### config.mk
export PLATFORM = sky130hd
export DESIGN_NAME = cache_controller
export DESIGN_NICKNAME = d
export VERILOG_FILES = /design/src/rtl/cache_pkg.sv /design/src/rtl/cache_sat_counter.sv /design/src/rtl/cache_controller.sv
export SDC_FILE = /design/constraint.sdc
export NUM_CORES = 1
export LEC_CHECK = 0
export BUFFER_PORTS_ARGS = -buffer_cell sky130_fd_sc_hd__buf_2
export CORE_AREA = 2 2 343 345
export CTS_CLUSTER_SIZE = 12
export DETAILED_ROUTE_END_ITERATION = 16
export DIE_AREA = 0 0 345 347
export PLACE_DENSITY = 0.31
export SLEW_MARGIN = 30
export SYNTH_ARGS = -nofsm -noshare
export SYNTH_HDL_FRONTEND = slang
export SYNTH_SLANG_ARGS = --single-unit
### constraint.sdc
create_clock -name clk -period 1.9 [get_ports clk]
set_input_delay 0.38 -clock clk [delete_from_list [all_inputs] [get_ports clk]]
set_output_delay 0.38 -clock clk [all_outputs]
set_load 0.02 [all_outputs]
### src/rtl/cache_pkg.sv
// Shared types and address-field constants for the cache control path.
package cache_pkg;

  typedef enum logic [2:0] {
    StIdle,
    StLookup,
    StMemReq,
    StFill,
    StRelook,
    StRespond
  } state_t;

  localparam int unsigned TAG_HI      = 15;
  localparam int unsigned TAG_LO      = 8;
  localparam int unsigned IDX_HI      = 7;
  localparam int unsigned IDX_LO      = 5;
  localparam int unsigned OFF_W       = 5;
  localparam int unsigned BLOCK_BYTES = 32;

endpackage

### src/rtl/cache_sat_counter.sv
// Saturating up-counter; clear wins over increment.
module cache_sat_counter #(
  parameter int unsigned CNT_W = 16
) (
  input  logic             clk,
  input  logic             rst_n,
  input  logic             clr,
  input  logic             inc,
  output logic [CNT_W-1:0] count
);

  logic [CNT_W-1:0] r_count;

  always_ff @(posedge clk or negedge rst_n) begin
    if (!rst_n) begin
      r_count <= '0;
    end else if (clr) begin
      r_count <= '0;
    end else if (inc && (r_count != {CNT_W{1'b1}})) begin
      r_count <= r_count + 1'b1;
    end
  end

  assign count = r_count;

endmodule

### src/rtl/cache_controller.sv
// Read-only control FSM for a 2-way set-associative cache datapath: lookup, block
// refill from memory, re-lookup, byte return, plus hit/miss performance counters.
module cache_controller
  import cache_pkg::*;
#(
  parameter int unsigned ADDR_W  = 16,
  parameter int unsigned BLOCK_W = 256,
  parameter int unsigned CNT_W   = 16
) (
  input  logic               clk,
  input  logic               rst_n,
  input  logic               cpu_req,
  input  logic [ADDR_W-1:0]  cpu_addr,
  output logic               cpu_ready,
  output logic [7:0]         cpu_rdata,
  output logic [ADDR_W-1:0]  dp_address,
  output logic               dp_writeLM,
  output logic               dp_writeLRUM,
  output logic               dp_writeTag,
  output logic               dp_writeCWay,
  output logic [BLOCK_W-1:0] dp_inblock,
  input  logic               dp_miss,
  input  logic [BLOCK_W-1:0] dp_outblock,
  output logic               mem_req,
  output logic [ADDR_W-1:0]  mem_addr,
  input  logic               mem_ack,
  input  logic [BLOCK_W-1:0] mem_rdata,
  input  logic               cnt_clr,
  output logic [CNT_W-1:0]   hit_count,
  output logic [CNT_W-1:0]   miss_count,
  output logic               refill_err
);

  state_t r_state, w_state_next;

  logic [ADDR_W-1:0]  r_addr;
  logic [ADDR_W-1:0]  r_mem_addr;
  logic [7:0]         r_rdata;
  logic [BLOCK_W-1:0] r_inblock;
  logic               r_refill_err;
  logic [OFF_W+2:0]   w_bit_idx;
  logic [7:0]         w_byte;
  logic               w_hit_inc;
  logic               w_miss_inc;

  assign w_bit_idx  = {r_addr[OFF_W-1:0], 3'b000};
  assign w_byte     = dp_outblock[w_bit_idx +: 8];
  assign w_hit_inc  = (r_state == StLookup) && !dp_miss;
  assign w_miss_inc = (r_state == StLookup) && dp_miss;

  always_ff @(posedge clk or negedge rst_n) begin
    if (!rst_n) begin
      r_state <= StIdle;
    end else begin
      r_state <= w_state_next;
    end
  end

  always_comb begin
    w_state_next = r_state;
    unique case (r_state)
      StIdle:    if (cpu_req) w_state_next = StLookup;
      StLookup:  w_state_next = dp_miss ? StMemReq : StRespond;
      StMemReq:  if (mem_ack) w_state_next = StFill;
      StFill:    w_state_next = StRelook;
      StRelook:  w_state_next = StRespond;
      StRespond: w_state_next = StIdle;
      default:   w_state_next = StIdle;
    endcase
  end

  always_comb begin
    cpu_ready    = 1'b0;
    mem_req      = 1'b0;
    dp_writeLRUM = 1'b0;
    dp_writeTag  = 1'b0;
    dp_writeCWay = 1'b0;
    dp_writeLM   = 1'b0;
    unique case (r_state)
      StLookup:  dp_writeLRUM = !dp_miss;
      StMemReq:  mem_req = 1'b1;
      StFill: begin
        dp_writeTag  = 1'b1;
        dp_writeCWay = 1'b1;
        dp_writeLM   = 1'b1;
      end
      StRespond: cpu_ready = 1'b1;
      default: ;
    endcase
  end

  // Request-scoped registers; address is only captured on accept so it stays stable.
  always_ff @(posedge clk or negedge rst_n) begin
    if (!rst_n) begin
      r_addr       <= '0;
      r_mem_addr   <= '0;
      r_rdata      <= '0;
      r_inblock    <= '0;
      r_refill_err <= 1'b0;
    end else begin
      case (r_state)
        StIdle: if (cpu_req) r_addr <= cpu_addr;
        StLookup: begin
          if (dp_miss) r_mem_addr <= {r_addr[ADDR_W-1:OFF_W], {OFF_W{1'b0}}};
          else         r_rdata    <= w_byte;
        end
        StMemReq: if (mem_ack) r_inblock <= mem_rdata;
        StRelook: begin
          r_rdata <= w_byte;
          if (dp_miss) r_refill_err <= 1'b1;
        end
        default: ;
      endcase
    end
  end

  assign dp_address = r_addr;
  assign mem_addr   = r_mem_addr;
  assign cpu_rdata  = r_rdata;
  assign dp_inblock = r_inblock;
  assign refill_err = r_refill_err;

  cache_sat_counter #(.CNT_W(CNT_W)) u_hit_cnt (
    .clk   (clk),
    .rst_n (rst_n),
    .clr   (cnt_clr),
    .inc   (w_hit_inc),
    .count (hit_count)
  );

  cache_sat_counter #(.CNT_W(CNT_W)) u_miss_cnt (
    .clk   (clk),
    .rst_n (rst_n),
    .clr   (cnt_clr),
    .inc   (w_miss_inc),
    .count (miss_count)
  );

endmodule
# ---- After elaboration in Yosys (flattened, before gate mapping)
# Cells that the tools add are included.
dict set report totals {
  input_bits 534
  output_inout_bits 335
  register_bits 327
}
dict set report op_classes {
  n_eq_ne 10
  shift 1
  reduce_logical 15
  n_mux 14
  n_addsub 2
}
# op n
set ops {}
lappend ops {{256-bit by 9-bit variable part select with 8-bit output} 1}
lappend ops {{16-bit 2-to-1 mux} 4}
lappend ops {{16-bit by 1-bit adder with 16-bit output (second input constant)} 2}
lappend ops {{16-bit inequality test (second input constant)} 2}
lappend ops {{8-bit one-hot mux with 2 select lines} 1}
lappend ops {{3-bit one-hot mux with 5 select lines} 1}
lappend ops {{2-bit AND reduction} 6}
lappend ops {{3-bit 2-to-1 mux} 3}
lappend ops {{8-bit 2-to-1 mux} 1}
lappend ops {{3-bit by 2-bit == test with 1-bit output (second input constant)} 2}
lappend ops {{3-bit == test (second input constant)} 2}
lappend ops {{2-bit inequality test (second input constant)} 3}
lappend ops {{2-bit nonzero test} 3}
lappend ops {{1-bit logical AND} 4}
lappend ops {{1-bit 2-to-1 mux} 4}
lappend ops {{3-bit by 1-bit == test with 1-bit output (second input constant)} 1}
lappend ops {{3-bit zero test} 1}
lappend ops {{1-bit zero test} 1}

# ---- Logic depth before layout (Yosys ltp)
dict set report depth {
  depth_word 5
  ltp_mapped 8
}

# ---- Cells and area by module
# From an unflattened synthesis, not the netlist that was laid out.
dict set report unflattened {
  hier_cells 1117
  area_unflattened_um2 15332.2
}
# module cells_per_inst seq_area_each_um2 n_inst area_per_inst_um2
set by_module_without_submodules {}
lappend by_module_without_submodules {cache_controller 921 7382.1 1 13447.9}
lappend by_module_without_submodules {cache_sat_counter 98 400.4 2 942.2}

# ---- Least setup slack after synthesis
# Ideal clock, no wire load.
dict set report synth_path {
  path_type {register to register}
  start {register r_state[2]}
  end {register r_inblock[194] (netlist: dp_inblock[194])}
  period_less_slack_ns 2.309
  stages_incl_launch_ff 8
  path_slack_ns -0.409
  setup_ns 0.125
  arrival_ns 2.185
  n_path_buf 4
  path_cell_list {dfrtp_1 -> buf_2 -> nor3b_1 -> and2_1 -> clkbuf_1 -> buf_2 -> buf_4 -> mux2_2}
}
dict set report synth_between {
  elab_chain_len 2
}
# element line_no
set synth_lines {}
lappend synth_lines {{start, declared} cache_controller.sv:34} ;# state_t r_state, w_state_next;
lappend synth_lines {{start signal, assigned} cache_controller.sv:53} ;# r_state <= StIdle;
lappend synth_lines {{start signal, assigned} cache_controller.sv:55} ;# r_state <= w_state_next;
lappend synth_lines {{3-bit by 2-bit == test with 1-bit output} cache_controller.sv:101} ;# case (r_state)
lappend synth_lines {{2-bit AND reduction (no line)} n/a}
lappend synth_lines {{end signal, assigned} cache_controller.sv:107} ;# StMemReq: if (mem_ack) r_inblock <= mem_rdata;
lappend synth_lines {{end, declared} cache_controller.sv:39} ;# logic [BLOCK_W-1:0] r_inblock;
# Every way passes these cells.
# A chain may end at the register's enable or synchronous reset.

# ---- Worst setup path in the final report
dict set report layout_path {
  start {register r_addr[0] (netlist: dp_address[0])}
  end {register r_rdata[0] (netlist: cpu_rdata[0])}
}
dict set report layout_between {
  elab_chain_len 3
}
# element line_no
set layout_lines {}
lappend layout_lines {{start, declared} cache_controller.sv:36} ;# logic [ADDR_W-1:0] r_addr;
lappend layout_lines {{start signal, assigned} cache_controller.sv:102} ;# StIdle: if (cpu_req) r_addr <= cpu_addr;
lappend layout_lines {{256-bit by 9-bit variable part select with 8-bit output (*)} cache_controller.sv:47} ;# assign w_byte = dp_outblock[w_bit_idx +: 8];
lappend layout_lines {{8-bit 2-to-1 mux} cache_controller.sv:104} ;# if (dp_miss) r_mem_addr <= {r_addr[ADDR_W-1:OFF_W], {OFF_W{1'b0}}};
lappend layout_lines {{8-bit one-hot mux with 2 select lines (*)} cache_controller.sv:101}
lappend layout_lines {{end signal, assigned} cache_controller.sv:105} ;# else r_rdata <= w_byte;
lappend layout_lines {{end signal, assigned} cache_controller.sv:109} ;# r_rdata <= w_byte;
lappend layout_lines {{end, declared} cache_controller.sv:38} ;# logic [7:0] r_rdata;
# Mark *: on every way between the ends. The rest lies on a longest branch, timed or not. The select of a mux whose other input is x is not followed.

==> results_tabular.tex <==
\begin{tabular}{lr}
\hline
Metric & Value \\
\hline
\multicolumn{2}{l}{\textbf{Synth}} \\
\quad Async set-reset flop share out of synthesis & 1.000 \\
\quad Cell type with the highest aggregate area in the netlist & sky130\_fd\_sc\_hd\_\_dfrtp\_1 \\
\quad Most instantiated cells after synthesis & sky130\_fd\_sc\_hd\_\_dfrtp\_1 (327), sky130\_fd\_sc\_hd\_\_mux2\_2 (291), sky130\_fd\_sc\_hd\_\_mux2i\_1 (130) \\
\quad Area fraction of the dominant cell type after synthesis & 0.5466 \\
\quad Cell count after synthesis & 1101 \\
\quad Main synth FF type & sky130\_fd\_sc\_hd\_\_dfrtp\_1 \\
\quad Total of warnings raised by yosys & 0 \\
\quad Synth top area cells & sky130\_fd\_sc\_hd\_\_dfrtp\_1 (55\%), sky130\_fd\_sc\_hd\_\_mux2\_2 (22\%), sky130\_fd\_sc\_hd\_\_mux2i\_1 (8.7\%) \\
\quad Synthesized area per cell & 13.60 um\^{}2 \\
\quad EDFF count, synth & 0 \\
\quad Seq cells post-synth & 327 \\
\quad Unique cell type count in the Yosys netlist & 42 \\
\quad Register area share after synthesis & 0.5466 \\
\quad Area of the mapped netlist & 14970 um\^{}2 \\
\quad Leading cell type by number of instances after synthesis & sky130\_fd\_sc\_hd\_\_dfrtp\_1 \\
\multicolumn{2}{l}{\textbf{Floorplan}} \\
\quad Height of the die & 347 um \\
\quad Area of the placeable core & 115700 um\^{}2 \\
\quad Number of top-level pins & 869 \\
\quad Total Die Area & 119700 um\^{}2 \\
\quad Initial core utilization & 0.1293 \\
\quad Number of rows created at floorplan & 125 \\
\quad Horizontal die dimension & 345 um \\
\multicolumn{2}{l}{\textbf{Drt}} \\
\quad Initial DRC Count & 539 \\
\quad DR vias & 14540 \\
\quad DRC errors left & 0 \\
\quad Drt wl/cell & 19.57 um \\
\quad Post-detailed-route via-to-cell ratio & 3.670 \\
\quad Antenna-violating nets left & 0 \\
\quad Number of optimization iterations in the first detailed-route pass & 6 \\
\quad Total wire length & 77500 um \\
\multicolumn{2}{l}{\textbf{Place}} \\
\quad Final Wtd Congestion & 0.8526 \\
\quad Worst setup slack before clock tree synthesis & -0.4492 ns \\
\quad Post-DP HPWL & 57120 um \\
\quad Count of buffers from port buffering & 863 \\
\multicolumn{2}{l}{\textbf{Worst setup path}} \\
\quad Setup crit end kind & register \\
\quad Reg2reg start & dp\_address[0] \\
\quad Type of origin of the critical path & register \\
\quad Worst EP required & 2.36 ns \\
\quad Worst Reg-to-Reg Cells & 8 \\
\quad Reg-to-reg endpoint & cpu\_rdata[0] \\
\quad Slack of the worst reg-to-reg path & -0.14 ns \\
\quad Path type of the worst setup path & register to register \\
\quad Arrival time reported for the critical path endpoint & 2.51 ns \\
\quad Maximum net fanout on the critical path & 6 \\
\multicolumn{2}{l}{\textbf{Pwr}} \\
\quad Combinational fraction of design power & 0.537 \\
\quad Clock group share of total power & 0.193 \\
\quad Static leakage & 13.90 nW \\
\quad Pwr/cell area & 1510 nW/um\^{}2 \\
\quad Relative contribution of sequential cells to total power & 0.271 \\
\quad Net switching power & 17.45 mW \\
\quad Design internal power & 26.88 mW \\
\quad Sw Share & 0.3937 \\
\quad Largest vdd supply drop & 0.0009220 V \\
\multicolumn{2}{l}{\textbf{GRT}} \\
\quad First-pass GRT wire length & 105800 um \\
\quad Via count of the first global-routing pass & 16020 \\
\quad Antenna violations before repair & 12 \\
\quad Global router's overall resource usage & 0.1168 \\
\quad Residual overflow from global routing & 0 \\
\quad Maximum number of pins on one net before global-route repair & 50 \\
\multicolumn{2}{l}{\textbf{Worst hold path}} \\
\quad End point of the most critical hold path & dp\_inblock[66] \\
\quad Worst Hold Depth & 2 \\
\quad Class of the tightest hold or removal check & primary input to register \\
\quad Worst Hold Launch & mem\_rdata[66] \\
\multicolumn{2}{l}{\textbf{Timing}} \\
\quad Final critical-path share of the clock period & 1.075 \\
\quad Accumulated negative setup slack & -2.776 ns \\
\quad Post-route setup slack & -0.1434 ns \\
\quad Setup repair after global routing missed its margin & true \\
\quad Worst clock skew on the final layout & 0.02332 ns \\
\quad Fin. max-slew vios & 0 \\
\quad Slew of the pin with the lowest slew margin & 0.7169 ns \\
\quad Count of final hold-check violations & 0 \\
\quad Tightest slew margin relative to the limit & 0.5221 \\
\quad Post-layout minimum cycle time & 2.043 ns \\
\quad Fmax & 0.4894 GHz \\
\quad Total setup violations reported at the end of the flow & 100 \\
\multicolumn{2}{l}{\textbf{CTS}} \\
\quad Clock buffer depth & 3 \\
\quad Sink count of the clock tree & 327 \\
\quad Clock insertion delay at the later pin of the skew report & 0.60 ns \\
\quad TritonCTS clock tree & yes \\
\quad Root buf cell & sky130\_fd\_sc\_hd\_\_clkbuf\_16 \\
\quad H-Tree Depth & 2 \\
\quad Number of buffers inserted during clock tree synthesis & 44 \\
\quad Clock-pin slew on the worst setup and hold paths & 0.06 ns \\
\multicolumn{2}{l}{\textbf{Status}} \\
\quad Outcome & finished with violations \\
\quad Violated checks & setup timing \\
\multicolumn{2}{l}{\textbf{Cells and area}} \\
\quad Area delta synth->final & 96.12\% \\
\quad Number of filler instances in the final layout & 12350 \\
\quad Share of final-layout standard cells stronger than drive strength 1 & 0.6327 \\
\quad Number of nets in the final layout & 2937 \\
\multicolumn{2}{l}{\textbf{Run}} \\
\quad Max-Cap Viols & 0 \\
\hline
\end{tabular}
## cell usage in the layout, fill, tap and decap left out, types with 6 or more instances in the layout
cell / count
sky130_fd_sc_hd__clkinv_2: 8
sky130_fd_sc_hd__buf_4: 85
sky130_fd_sc_hd__nand3_1: 8
sky130_fd_sc_hd__buf_6: 25
sky130_fd_sc_hd__o21ai_0: 7
sky130_fd_sc_hd__a21oi_1: 11
sky130_fd_sc_hd__dfrtp_1: 325
sky130_fd_sc_hd__a22oi_2: 29
sky130_fd_sc_hd__a22oi_1: 35
sky130_fd_sc_hd__buf_8: 25
sky130_fd_sc_hd__nand4_1: 8
sky130_fd_sc_hd__clkbuf_16: 65
sky130_fd_sc_hd__dlygate4sd3_1: 269
sky130_fd_sc_hd__buf_12: 39
sky130_fd_sc_hd__buf_16: 10
sky130_fd_sc_hd__buf_2: 855
sky130_fd_sc_hd__mux2_2: 60
sky130_fd_sc_hd__clkbuf_8: 10
sky130_fd_sc_hd__mux2i_4: 9
sky130_fd_sc_hd__nand2_1: 11
sky130_fd_sc_hd__mux2_4: 231
sky130_fd_sc_hd__mux2i_1: 115
sky130_fd_sc_hd__a21oi_2: 25
sky130_fd_sc_hd__xor2_1: 14
sky130_fd_sc_hd__nor2_1: 28
sky130_fd_sc_hd__clkbuf_1: 6
sky130_fd_sc_hd__xnor2_1: 9
sky130_fd_sc_hd__mux2i_2: 6
## worst max-delay path: stages (launching register included)
cell,delay [ns]
sky130_fd_sc_hd__dfrtp_4,0.53
sky130_fd_sc_hd__buf_12,0.17
sky130_fd_sc_hd__buf_4,0.13
sky130_fd_sc_hd__buf_6,0.14
sky130_fd_sc_hd__mux2i_1,0.27
sky130_fd_sc_hd__a22oi_1,0.11
sky130_fd_sc_hd__a21oi_1,0.24
sky130_fd_sc_hd__nor4_2,0.08
sky130_fd_sc_hd__mux2_4,0.26
## registers in the layout (all words and copies together), names as in the netlist
name	flops
r_state	3
refill_err	1
u_hit_cnt.count	16
mem_addr	11
dp_address	16
cpu_rdata	8
u_miss_cnt.count	16
dp_inblock	256
## timing repair
action                                 CTS  global route
setup buffers                           18            29
resized for setup                      107           368
hold buffers                           269             0
endpoints found under the hold margin  299             0
setup endpoints to repair               20           257
cloned                                   6            29
pin swaps                               32            53
## kinds of logic (layout without fill, tap and decap cells)
| group | after synthesis | in the layout | synth area share |
|---|---|---|---|
| XOR/XNOR | 23 | 23 | 0.01346 |
| buffers and inverters | 83 | 1409 | 0.03109 |
| other | 1 | 10 | 0.0002505 |
| multiplexers | 421 | 421 | 0.3058 |
| AO/OA/AOI/OAI | 133 | 133 | 0.05893 |
| adder cells (fa/ha/maj) | 2 | 2 | 0.001671 |
| AND/OR/NAND/NOR | 111 | 111 | 0.04213 |
| flip-flops | 327 | 327 | 0.5466 |
## cell type report
cell class | count | area [um^2] | share of cell area
Timing Repair Buffer | 1330 | 9881 | 0.3366
Sequential cell | 327 | 8188 | 0.2789
Multi-Input combinational cell | 695 | 7883 | 0.2685
Tap cell | 1524 | 1907 | 0.06495
Clock buffer | 60 | 1261 | 0.04296
Clock inverter | 16 | 212.7 | 0.007245
Inverter | 3 | 13.76 | 0.0004688
Antenna cell | 5 | 12.51 | 0.0004262
## layer usage
layer | vias to the layer above | part of all wire | track usage
met2 | 593 | 0.54 | 0.2228
met5 | - | 0.00085 | 0
li1 | 6643 | - | -
met1 | 7156 | 0.36 | 0.1175
met4 | 10 | 0.040 | 0.04619
met3 | 133 | 0.065 | 0.03579
## worst max path at each step
stage                                    from                   end  slack, ns  depth (start not counted)
after global placement          dp_address[0]          cpu_rdata[5]      -0.43                          7
after CTS                          r_state[1]           dp_writeTag      -0.26                          5
final                           dp_address[0]          cpu_rdata[0]      -0.14                          8
after floorplan           u_miss_cnt.count[1]  u_miss_cnt.count[15]    0.00009                          6
after detailed placement        dp_address[0]          cpu_rdata[5]      -0.45                          7
after global routing               r_state[1]          dp_writeLRUM      -0.23                          4
## through the flow
stage | cell area [um^2] | instances | hold slack [ns] | power, mW | util
2_1_floorplan | 15010 | 1105 | 0.08441 | 22.41 | -
3_5_place_dp | 22140 | 3542 | 0.3737 | 30.99 | 0.1913
3_3_place_gp | 22140 | 3542 | 0.3674 | 30.87 | 0.1913
5_1_grt | 29350 | 3958 | 0.003799 | 46.69 | 0.2536
6_report | 29360 | 3960 | 0.04982 | 44.33 | 0.2537
4_1_cts | 27090 | 3907 | 0.003451 | 42.08 | 0.2340
## power groups by stage
stage,registers (mW),logic [mW],clock network [mW]
after floorplan,15.7,6.76,0
after global placement,11.9,19.0,0
after detailed placement,11.9,19.1,0
after CTS,11.9,21.2,8.94
after global routing,12.4,25.0,9.23
final,12.0,23.8,8.54
(Power assumes the default switching activity.)
